**src/rtl/conv_bank_sequencer.sv**
```systemverilog
`default_nettype none
// ============================================================================
//  Module      : conv_bank_sequencer
//  Description : Streams a 3-channel image from an input buffer, in raster
//                order, into an 8-kernel convolution bank. Collects the bank's
//                output pixels into an output buffer and signals completion.
//                Optional drain watchdog: define CONV_SEQ_TIMEOUT_EN.
//  Revision    : 1.0 - initial release
// ============================================================================
module conv_bank_sequencer #(
    parameter int DATA_WIDTH     = 32,
    parameter int IMG_WIDTH      = 56,
    parameter int IMG_HEIGHT     = 56,
    parameter int ADDR_WIDTH     = 12,
    parameter int TIMEOUT_CYCLES = 1024
) (
    input  logic                  clk,
    input  logic                  reset,
    input  logic                  start,
    input  logic                  abort,
    input  logic                  pause,
    output logic                  busy,
    output logic                  done,
    output logic                  error,
    output logic                  rd_en,
    output logic [ADDR_WIDTH-1:0] rd_addr,
    input  logic [DATA_WIDTH-1:0] rd_data_0,
    input  logic [DATA_WIDTH-1:0] rd_data_1,
    input  logic [DATA_WIDTH-1:0] rd_data_2,
    output logic                  data_valid_in,
    output logic [DATA_WIDTH-1:0] data_in_0,
    output logic [DATA_WIDTH-1:0] data_in_1,
    output logic [DATA_WIDTH-1:0] data_in_2,
    input  logic                  valid_out_pixel,
    input  logic                  bank_done,
    output logic                  wr_en,
    output logic [ADDR_WIDTH-1:0] wr_addr
);

    // Last raster address of the input image and the valid-convolution output count.
    localparam logic [ADDR_WIDTH-1:0] c_LAST_ADDR = ADDR_WIDTH'(IMG_WIDTH * IMG_HEIGHT - 1);
    localparam logic [ADDR_WIDTH-1:0] c_N_OUT     = ADDR_WIDTH'((IMG_WIDTH - 2) * (IMG_HEIGHT - 2));
    localparam logic [ADDR_WIDTH-1:0] c_N_OUT_M1  = ADDR_WIDTH'((IMG_WIDTH - 2) * (IMG_HEIGHT - 2) - 1);

    // Reject parameter sets the address arithmetic cannot represent.
    generate
        if ((IMG_WIDTH < 3) || (IMG_HEIGHT < 3) || (TIMEOUT_CYCLES < 1) ||
            ((64'd1 << ADDR_WIDTH) < 64'(IMG_WIDTH * IMG_HEIGHT))) begin : g_param_check
            $error("conv_bank_sequencer: illegal parameter combination");
        end
    endgenerate

    typedef enum logic [1:0] {
        S_IDLE   = 2'd0,
        S_FEED   = 2'd1,
        S_DRAIN  = 2'd2,
        S_FINISH = 2'd3
    } state_t;

    state_t                r_state;
    state_t                w_state_next;
    logic [ADDR_WIDTH-1:0] r_rd_addr;
    logic [ADDR_WIDTH-1:0] r_wr_addr;
    logic                  r_data_valid;
    logic                  w_busy;
    logic                  w_rd_en;
    logic                  w_wr_en;
    logic                  w_out_full;
    logic                  w_timeout;

    assign w_busy  = (r_state == S_FEED) || (r_state == S_DRAIN);
    assign w_rd_en = (r_state == S_FEED) && !pause;
    // r_wr_addr doubles as the output count; it saturates at c_N_OUT so extra outputs are dropped.
    assign w_wr_en = w_busy && valid_out_pixel && (r_wr_addr != c_N_OUT);
    // True once the final expected output is being (or has been) written.
    assign w_out_full = (r_wr_addr == c_N_OUT) || (w_wr_en && (r_wr_addr == c_N_OUT_M1));

`ifdef CONV_SEQ_TIMEOUT_EN
    localparam int c_WDOG_W = $clog2(TIMEOUT_CYCLES + 1);

    logic [c_WDOG_W-1:0] r_wdog;
    logic                r_error;

    // Fires on the last of TIMEOUT_CYCLES consecutive output-less DRAIN cycles.
    assign w_timeout = (r_state == S_DRAIN) && !valid_out_pixel &&
                       (r_wdog == c_WDOG_W'(TIMEOUT_CYCLES - 1));

    // Watchdog: cleared by any output pixel, counts silent DRAIN cycles.
    always_ff @(posedge clk) begin
        if (reset || (r_state == S_IDLE) || valid_out_pixel) begin
            r_wdog <= '0;
        end else if (r_state == S_DRAIN) begin
            r_wdog <= r_wdog + 1'b1;
        end
    end

    // Error flag lives only in the FINISH cycle that a timeout caused.
    always_ff @(posedge clk) begin
        if (reset) begin
            r_error <= 1'b0;
        end else begin
            r_error <= w_timeout && !abort && !w_out_full && !bank_done;
        end
    end

    assign error = r_error;
`else
    assign w_timeout = 1'b0;
    assign error     = 1'b0;
`endif

    // State register.
    always_ff @(posedge clk) begin
        if (reset) begin
            r_state <= S_IDLE;
        end else begin
            r_state <= w_state_next;
        end
    end

    // Next-state logic; abort wins over everything except start in IDLE.
    always_comb begin
        w_state_next = r_state;
        case (r_state)
            S_IDLE: begin
                if (start) begin
                    w_state_next = S_FEED;
                end
            end
            S_FEED: begin
                if (abort) begin
                    w_state_next = S_IDLE;
                end else if (w_rd_en && (r_rd_addr == c_LAST_ADDR)) begin
                    w_state_next = S_DRAIN;
                end
            end
            S_DRAIN: begin
                if (abort) begin
                    w_state_next = S_IDLE;
                end else if (w_out_full || bank_done || w_timeout) begin
                    w_state_next = S_FINISH;
                end
            end
            default: begin
                w_state_next = S_IDLE;
            end
        endcase
    end

    // Read address: held at 0 outside an image, advances on each issued read.
    always_ff @(posedge clk) begin
        if (reset || abort || (r_state == S_IDLE)) begin
            r_rd_addr <= '0;
        end else if (w_rd_en) begin
            r_rd_addr <= (r_rd_addr == c_LAST_ADDR) ? '0 : r_rd_addr + 1'b1;
        end
    end

    // Write address / output count: advances on each accepted output pixel.
    always_ff @(posedge clk) begin
        if (reset || abort || (r_state == S_IDLE)) begin
            r_wr_addr <= '0;
        end else if (w_wr_en) begin
            r_wr_addr <= r_wr_addr + 1'b1;
        end
    end

    // Pixel strobe to the bank trails the read strobe by the buffer latency.
    always_ff @(posedge clk) begin
        if (reset) begin
            r_data_valid <= 1'b0;
        end else begin
            r_data_valid <= w_rd_en && !abort;
        end
    end

    assign busy          = w_busy;
    assign done          = (r_state == S_FINISH);
    assign rd_en         = w_rd_en;
    assign rd_addr       = r_rd_addr;
    assign data_valid_in = r_data_valid;
    assign data_in_0     = r_data_valid ? rd_data_0 : '0;
    assign data_in_1     = r_data_valid ? rd_data_1 : '0;
    assign data_in_2     = r_data_valid ? rd_data_2 : '0;
    assign wr_en         = w_wr_en;
    assign wr_addr       = r_wr_addr;

endmodule
`default_nettype wire

```
**config.mk**
```make
export PLATFORM = sky130hd
export DESIGN_NAME = conv_bank_sequencer
export DESIGN_NICKNAME = d
export VERILOG_FILES = /design/src/rtl/conv_bank_sequencer.sv
export SDC_FILE = /design/constraint.sdc
export NUM_CORES = 1
export LEC_CHECK = 0
export CORE_ASPECT_RATIO = 0.5
export CORE_UTILIZATION = 31
export CTS_CLUSTER_SIZE = 12
export DETAILED_ROUTE_END_ITERATION = 7
export GPL_TIMING_DRIVEN = 1
export PLACE_DENSITY = 0.87
export SLEW_MARGIN = 5
export SYNTH_ARGS = -nofsm -noshare
export SYNTH_HDL_FRONTEND = slang
export SYNTH_SLANG_ARGS = --single-unit
```
**constraint.sdc**
```tcl
create_clock -name clk -period 3.5 [get_ports clk]
set_input_delay 0.525 -clock clk [delete_from_list [all_inputs] [get_ports clk]]
set_output_delay 0.525 -clock clk [all_outputs]
set_load 0.005 [all_outputs]
```
---- Word level (Yosys, flattened, before mapping) ----
Index checks and enable logic that the tools add are counted.
Widths: inputs -> output; s select.
storage, ports and cells
  word-level logic and storage cells ...... 41
  register bits ........................... 27
cells by class
  add/sub/neg operators ................... 2
  mux-type cells .......................... 10
  equal/unequal tests ..................... 10
  reduce and logical (&&, ||, !) cells .... 15
operator list
  cell                   number
  $mux 32                3
  $eq 12x12->1 const B   3
  $add 12x1->12 const B  2
  $mux 12                1
  $ne 12x12->1 const B   1
  $mux 2                 5
  $logic_and 1x1->1      6
  $ne 3x2->1 const B     2
  $pmux 2 s3             1
  $logic_or 1x1->1       5
  $eq 2x2->1 const B     2
  $reduce_and 3->1       1
  $eq 2x1->1 const B     1
  $logic_not 1->1        2
  $logic_not 2->1        1
  $ne 2x2->1 const B     1

---- Logic depth before layout (Yosys ltp) ----
Gate-level depths: netlist of run 1.
  depth after elaboration ................. 10
  depth in mapped cells ................... 7

---- Worst setup path before layout of run 1 ----
OpenSTA, ideal clock, no wires.
  kind .................................... flip-flop to flip-flop
  from .................................... register r_state[1]
  to ...................................... register r_state[0]
  path slack .............................. 1607 ps
  path buffers ............................ 0
  arrival time ............................ 1769 ps
  cell stages (with the launch flop) ...... 7
  library setup time ...................... 123 ps
  path through ............................ dfxtp_1 > inv_1 > ha_1 > and4b_1 > o2111ai_1 > a222oi_1 > mux2_1
on the way
  longest elaborated chain between the ends .. 9
ends and longest elaborated chain
  what                                             RTL line  source
  start, declared                                  60        state_t r_state;
  start signal, assigned                           117       r_state <= w_state_next;
  $eq 2x1->1 / $eq 2x2->1 (equally long branches)  71        assign w_busy = (r_state == S_FEED) || (r_state == S_DRAIN);
  $logic_or 1x1->1 (*)                             71
  net busy                                         22        output logic busy,
  $logic_and 1x1->1 (*) (2 in a row)               74        assign w_wr_en = w_busy && valid_out_pixel && (r_wr_addr != c_N_OUT);
  $logic_and 1x1->1 (*)                            76        assign w_out_full = (r_wr_addr == c_N_OUT) || (w_wr_en && (r_wr_addr == c_N_OUT_M1));
  $logic_or 1x1->1 (*)                             76
  $logic_or 1x1->1 (*)                             140       end else if (w_out_full || bank_done || w_timeout) begin
  $ne 3x2->1 (no source line) (*)                  n/a
  $reduce_and 3->1 (no source line) (*)            n/a
The timed path passes the listed nets; every way through them passes the cells marked *.
A chain may end at the register's enable or synchronous reset.

---- Worst setup path after layout of run 1 ----
  from .................................... register r_state[0]
  to ...................................... output port wr_en
on the way
  longest elaborated chain between the ends .. 4
ends and longest elaborated chain
  what                                             RTL line  source
  $eq 2x1->1 / $eq 2x2->1 (equally long branches)  71
  $logic_or 1x1->1 (*)                             71
  $logic_and 1x1->1 (*) (2 in a row)               74
  end, declared                                    36        output logic wr_en,
Every way passes the cells marked *; elsewhere a longest branch is shown, timed or not.

==> key figures, run 1 <==
Outcome
  • Outcome: completed

Placed design
  • I/O Buffers: 227
  • Post-DP Area: 4420 um^2
  • Dpl ws: 929 ps
  • Gpl congestion: 0.819
  • Inst Count DP: 572
  • HPWL Detailed: 7710 um

Clock tree
  • CTS Sinks: 27
  • Clock Pin Slew Worst Setup and Hold Paths: 70 ps
  • Post-CTS Setup Bufs: 0
  • Inserted Clock Buffers: 3
  • CTS tree: built
  • Clock Tree Root: clkbuf_16
  • Hold-fix buffers, CTS: 0
  • Cts repair resizes: 0
  • Worst-case clock buffer depth: 2
  • Worst-Skew Late Latency: 260 ps
  • H-tree Lvls: 1

Routing
  • DR vias: 2598
  • DR pass1 iterations: 4
  • Post-route ant nets: 0
  • Wirelength per Cell: 15.9 um
  • Drt drc: 0
  • Initial DRC count: 150
  • Total routed wirelength: 9160 um
  • Vias per cell: 4.51

Synth
  • Synth Area in Adders: 4.22%
  • Synth top cells by count: and2_1 (98), dfxtp_1 (27), nor2_1 (25)
  • Post-synth top area cell: and2_1
  • Gate Count Post-Synth: 269
  • Post-Synth Simple-Gate Area: 50.1%
  • Top FF cell, synth: dfxtp_1
  • Post-synth ARST share: 0%
  • Mux cell area share after synthesis: 2.53%
  • Syn avg cell area: 7.71 um^2
  • Number of synthesized register bits: 27
  • Synth Area in Compound Gates: 5.43%
  • Synth Area in XOR/XNOR: 6.76%
  • Mapped Nets: 379
  • Syn. warnings: 0
  • Cell variety after synth: 42
  • Yosys top cell area share: 29.6%
  • Seq/Total Area, Yosys: 26.1%
  • Syn Std Cell Area: 2070 um^2
  • Largest family of logic cells by synthesized area: simple AND/OR/NAND/NOR gates
  • Synth area leaders: and2_1 (30%), dfxtp_1 (26%), nor2_1 (4.5%)
  • Post-synth EDFFs: 0
  • Top-count cell post-synth: and2_1

STA
  • Measured slew at the worst slew-check pin: 622 ps
  • Period Utilization, post-route: 75.9%
  • Fin Setup TNS: 0 ps
  • PnR worst setup slack: 845 ps
  • Post-Route Skew: 6.63 ps
  • Maximum clock rate: 377 MHz
  • RSZ-0062 raised after global routing: no
  • Min Tclk post-route: 2660 ps
  • Slew Limit Fails: 0
  • Max_slew headroom: 58.5%
  • Final Hold Fails: 0
  • Final setup vio count: 0

Min path
  • Hold_sp: rd_addr[11]$_SDFFE_PP0P_
  • Cells on Worst Hold Path: 2
  • Hold Path Class: reg2reg
  • Hold endpoint: rd_addr[11]$_SDFFE_PP0P_

GRT
  • Grt ovf: 0
  • Largest net degree at the start of global routing: 52
  • First-pass GRT wire length: 12800 um
  • Vias in the first global route: 2236
  • Initial antenna violation count: 0
  • Total global-route track usage: 23.8%

Pwr
  • Peak VDD IR: 0.328 mV
  • Static leakage: 1.62 nW
  • Pwr/cell area: 230 nW/um^2

Cells and area
  • Final Util: 71.9%
  • Layout Cells excl Fill: 576
  • Fin area: 4500 um^2
  • Area growth from synthesis to layout: 117%
  • Nets: 599
  • Ant. Diodes: 0
  • Share of layout cells above drive strength 1: 2.46%
  • Fillers: 486

Setup path
  • Crit Path Category: reg2out
  • Arrival time at the worst endpoint: 2130 ps
  • Reg2reg end: r_state[0]$_SDFFE_PP0P_
  • Worst r2r src: r_state[0]$_SDFFE_PP0P_
  • Worst EP required: 2970 ps
  • Reg2Reg Setup Slack: 1320 ps
  • Worst r2r path cells: 6
  • Critical Path Source Type: register
  • CP Max Fanout: 5
  • Critical Path Sink Type: output pin

Run
  • Maxcap violations: 0

Die
  • Die ar.: 7040 um^2
  • Core ar.: 6260 um^2
  • Initial Util: 33.2%
  • Chip height: 59.8 um
  • Row count: 20
  • IO Count: 229
  • Die width: 118 um
[flip-flops by register name, indices dropped and copies added (netlist names)]
name and flops:
rd_addr 12, wr_addr 12, r_state 2, data_valid_in 1
[metal layers]
layer / vias up / track usage (%) / wire, um
met3: 12 / 4.29 / 579
met2: 87 / 42.2 / 4490
met5: - / 0 / 0
li1: 1318 / - / -
met4: 0 / 4.95 / 129
met1: 1181 / 30.8 / 3960
[worst max-delay path by stage]
stage | startpoint | to | slack (ps) | depth (start not counted)
after floorplan | r_state[1]$_SDFFE_PP0P_ | r_state[0]$_SDFFE_PP0P_ | 1610 | 6
after global placement | valid_out_pixel | wr_en | 930 | 4
after detailed placement | valid_out_pixel | wr_en | 930 | 4
after CTS | r_state[0]$_SDFFE_PP0P_ | wr_en | 850 | 5
after global routing | r_state[0]$_SDFFE_PP0P_ | wr_en | 760 | 5
final | r_state[0]$_SDFFE_PP0P_ | wr_en | 840 | 5
[power breakdown]
part | switching [mW] | total (mW) | internal, mW
Sequential | 0.0187 | 0.336 | 0.318
Combinational | 0.161 | 0.430 | 0.270
Clock | 0.112 | 0.270 | 0.158
[layout by cell type, fill, tap and decap left out, types with 2 or more instances in the layout]
cell and n:
nand4_1 8, inv_1 11, and3_1 2, nand3_1 5, nand2b_1 3, ha_1 7
nor3_1 9, clkbuf_16 3, clkdlybuf4s50_1 227, xnor2_1 10, nor2_1 25, o21ai_0 2
mux2i_1 3, xor2_1 6, mux2_1 2, buf_4 2, and4b_1 2, nand2_1 7
nor2b_1 2, and2_1 98, nor4_1 2, a21oi_1 4, dfxtp_1 26
[layout make-up]
type                    count  area (um^2)  share of cell area [%]
clock buffers               3         75.1                    1.67
well taps                  88          110                    2.45
inverters                  11         41.3                   0.917
repair buffers            229         2290                    50.8
flip-flops and latches     27          542                    12.0
multi-input cells         217         1440                    31.9
clock inverters             1         8.76                   0.195
[worst max-delay path: stages, from the launching register on]
cell             delay (ps)
dfxtp_1                 370
inv_1                   100
ha_1                    370
nand2_1                 150
a41oi_2                 310
clkdlybuf4s50_1         570
[per-stage QoR]
stage               hold WS (ps)  power (mW)
CTS                          509        1.04
detailed placement           500       0.767
floorplan                    481       0.499
global route                 566        1.09
finish                       504        1.04
global placement             484       0.761
[logic make-up after synthesis]
kind of cell               Yosys count
other                                1
DFF                                 27
adders and majority gates            7
xor gates and xnor gates            16
AOI/OAI and AO/OA                   15
and+or+nand+nor                    173
muxes                                5
buffers and inverters               25
Note: power is estimated with default switching activity, not from simulation.
==> inputs of run 2 (changes only) <==
- CORE_UTILIZATION: 31 -> 26
- PLACE_DENSITY: 0.87 -> 0.77
- clock period: 3.5 -> 2.3 ns (I/O delays scaled with it)
==> run 2 against run 1 <==
Against the previous run: final area is 1.7% higher; clock skew is 1.3 ps lower; register-to-register slack worse by 1000 ps; critical path type unchanged; core utilization is 11 points lower; critical endpoint unchanged; flip-flop and latch count stayed put; critical path depth stayed put; largest cell class unchanged; highest routed layer unchanged.
==> key figures, run 2 (same netlist as run 1, synthesis figures left out) <==
Outcome
  • Outcome: completed

Die
  • Row count: 22 (+10%)
  • Die width: 128 um (+9.0%)
  • Die ar.: 8360 um^2 (+19%)
  • Core ar.: 7510 um^2 (+20%)
  • Chip height: 65.2 um (+8.9%)
  • Initial Util: 27.6% (-5.6 points)
  • IO Count: 229 (unchanged)

Setup path
  • Critical Path Sink Type: output pin
  • Critical Path Source Type: register
  • CP Max Fanout: 5 (unchanged)
  • Arrival time at the worst endpoint: 1840 ps (-290 ps)
  • Worst EP required: 1960 ps (-1010 ps)
  • Crit Path Category: reg2out
  • Worst r2r path cells: 6 (unchanged)
  • Reg2Reg Setup Slack: 280 ps (-1040 ps)

Routing
  • Total routed wirelength: 8130 um (-11%)
  • Post-route ant nets: 0 (unchanged)
  • Initial DRC count: 151 (+0.67%)
  • DR vias: 2548 (-1.9%)
  • Drt drc: 0 (unchanged)
  • Wirelength per Cell: 13.6 um (-15%)
  • DR pass1 iterations: 6 (+2)
  • Vias per cell: 4.25 (-5.7%)

STA
  • RSZ-0062 raised after global routing: no
  • Post-Route Skew: 5.36 ps (-1.27 ps)
  • Period Utilization, post-route: 94.8%
  • Final Hold Fails: 0 (unchanged)
  • Final setup vio count: 0 (unchanged)
  • Fin Setup TNS: 0 ps (unchanged)
  • Slew Limit Fails: 0 (unchanged)
  • Maximum clock rate: 459 MHz
  • Min Tclk post-route: 2180 ps

GRT
  • Vias in the first global route: 2329 (+4.2%)
  • Largest net degree at the start of global routing: 56 (+7.7%)
  • First-pass GRT wire length: 12200 um (-4.7%)
  • Met1 Track Usage GR: 22.7% (-8.1 points)
  • Total global-route track usage: 18.3% (-5.5 points)
  • Grt ovf: 0 (unchanged)
  • Met3 GRT Util: 2.93% (-1.4 points)
  • Initial antenna violation count: 0 (unchanged)
  • GR peak layer: met2
  • GR Util met2: 33.6% (-8.6 points)

Placed design
  • Inst Count DP: 595 (+4.0%)
  • Gpl congestion: 0.820 (+0.18%)
  • I/O Buffers: 227 (unchanged)
  • HPWL Detailed: 6850 um (-11%)

Min path
  • Cells on Worst Hold Path: 2 (unchanged)
  • Hold Path Class: reg2reg

Clock tree
  • CTS tree: built
  • Clock Tree Root: clkbuf_16
  • Worst-case clock buffer depth: 2 (unchanged)
  • Inserted Clock Buffers: 3 (unchanged)
  • Hold-fix buffers, CTS: 0 (unchanged)
  • Worst-Skew Late Latency: 270 ps (about the same)
  • Cts repair resizes: 0 (unchanged)
  • H-tree Lvls: 1 (unchanged)
  • Post-CTS Setup Bufs: 0 (unchanged)
  • Clock Pin Slew Worst Setup and Hold Paths: 70 ps (about the same)
  • CTS Sinks: 27 (unchanged)

Cells and area
  • Final Util: 60.9% (-11 points)
  • Storage element area: 543 um^2 (+0.23%)
  • Commonest non-fill, non-tap cells in the layout: clkdlybuf4s50_1 (227), and2_1 (98), nor2_1 (25), dfxtp_1 (25), inv_1 (11)
  • Nets: 602 (+0.50%)
  • Ant. Diodes: 0 (unchanged)
  • Layout Cells excl Fill: 599 (+4.0%)
  • Area growth from synthesis to layout: 121%
  • Fillers: 671 (+38%)
  • Most common cell after layout, fill and taps aside: clkdlybuf4s50_1
  • Share of layout cells above drive strength 1: 3.67% (+1.2 points)
  • Area of the multi-input gates: 1450 um^2 (+1.0%)

Pwr
  • Static leakage: 1.64 nW (+0.90%)
  • Pwr/cell area: 355 nW/um^2 (+54%)
  • Peak VDD IR: 0.361 mV (+9.9%)

Run
  • Maxcap violations: 0 (unchanged)
## run 2: per-stage QoR
stage,instance area [um^2],worst slack [ps],hold WS [ps],power (mW)
6_report,4580,119,503,1.62
5_1_grt,4580,0.326,529,1.73
4_1_cts,4560,1.22,505,1.61
3_5_place_dp,4480,139,493,1.20
3_3_place_gp,4480,218,492,1.19
2_1_floorplan,2070,407,422,0.759
## run 2: path summary, 6_finish.rpt
path,to,start
min reg2reg,rd_addr[11]$_SDFFE_PP0P_,rd_addr[11]$_SDFFE_PP0P_
max reg2reg,r_state[0]$_SDFFE_PP0P_,r_state[1]$_SDFFE_PP0P_
max,wr_en,r_state[1]$_SDFFE_PP0P_
min,rd_addr[11]$_SDFFE_PP0P_,rd_addr[11]$_SDFFE_PP0P_
## run 2: critical path, cell delays in order, from the launching register on
cell	delay, ps
dfxtp_1	380
inv_1	100
ha_4	300
nand2_2	80
a41oi_2	180
clkdlybuf4s50_1	530
## run 2: routing by layer
layer,up-vias,wire [um],part of all wire (%)
met1,1143,3420,42
met4,0,51,0.63
met5,-,0,0
met3,4,492,6.1
met2,79,4170,51
li1,1322,-,-
## run 2: final cells by class
class / count / share of cell area (%)
clock buffer: 3 / 1.64
clock inverter: 1 / 0.164
inverter: 11 / 0.902
multi-input combinational: 217 / 31.7
sequential: 27 / 11.9
tap: 108 / 2.95
timing repair buffer: 232 / 50.8
## run 2: where the power goes
| group | switching (mW) | internal, mW | total (mW) |
|---|---|---|---|
| Clock | 0.169 | 0.237 | 0.405 |
| Sequential | 0.0226 | 0.486 | 0.508 |
| Combinational | 0.254 | 0.456 | 0.709 |
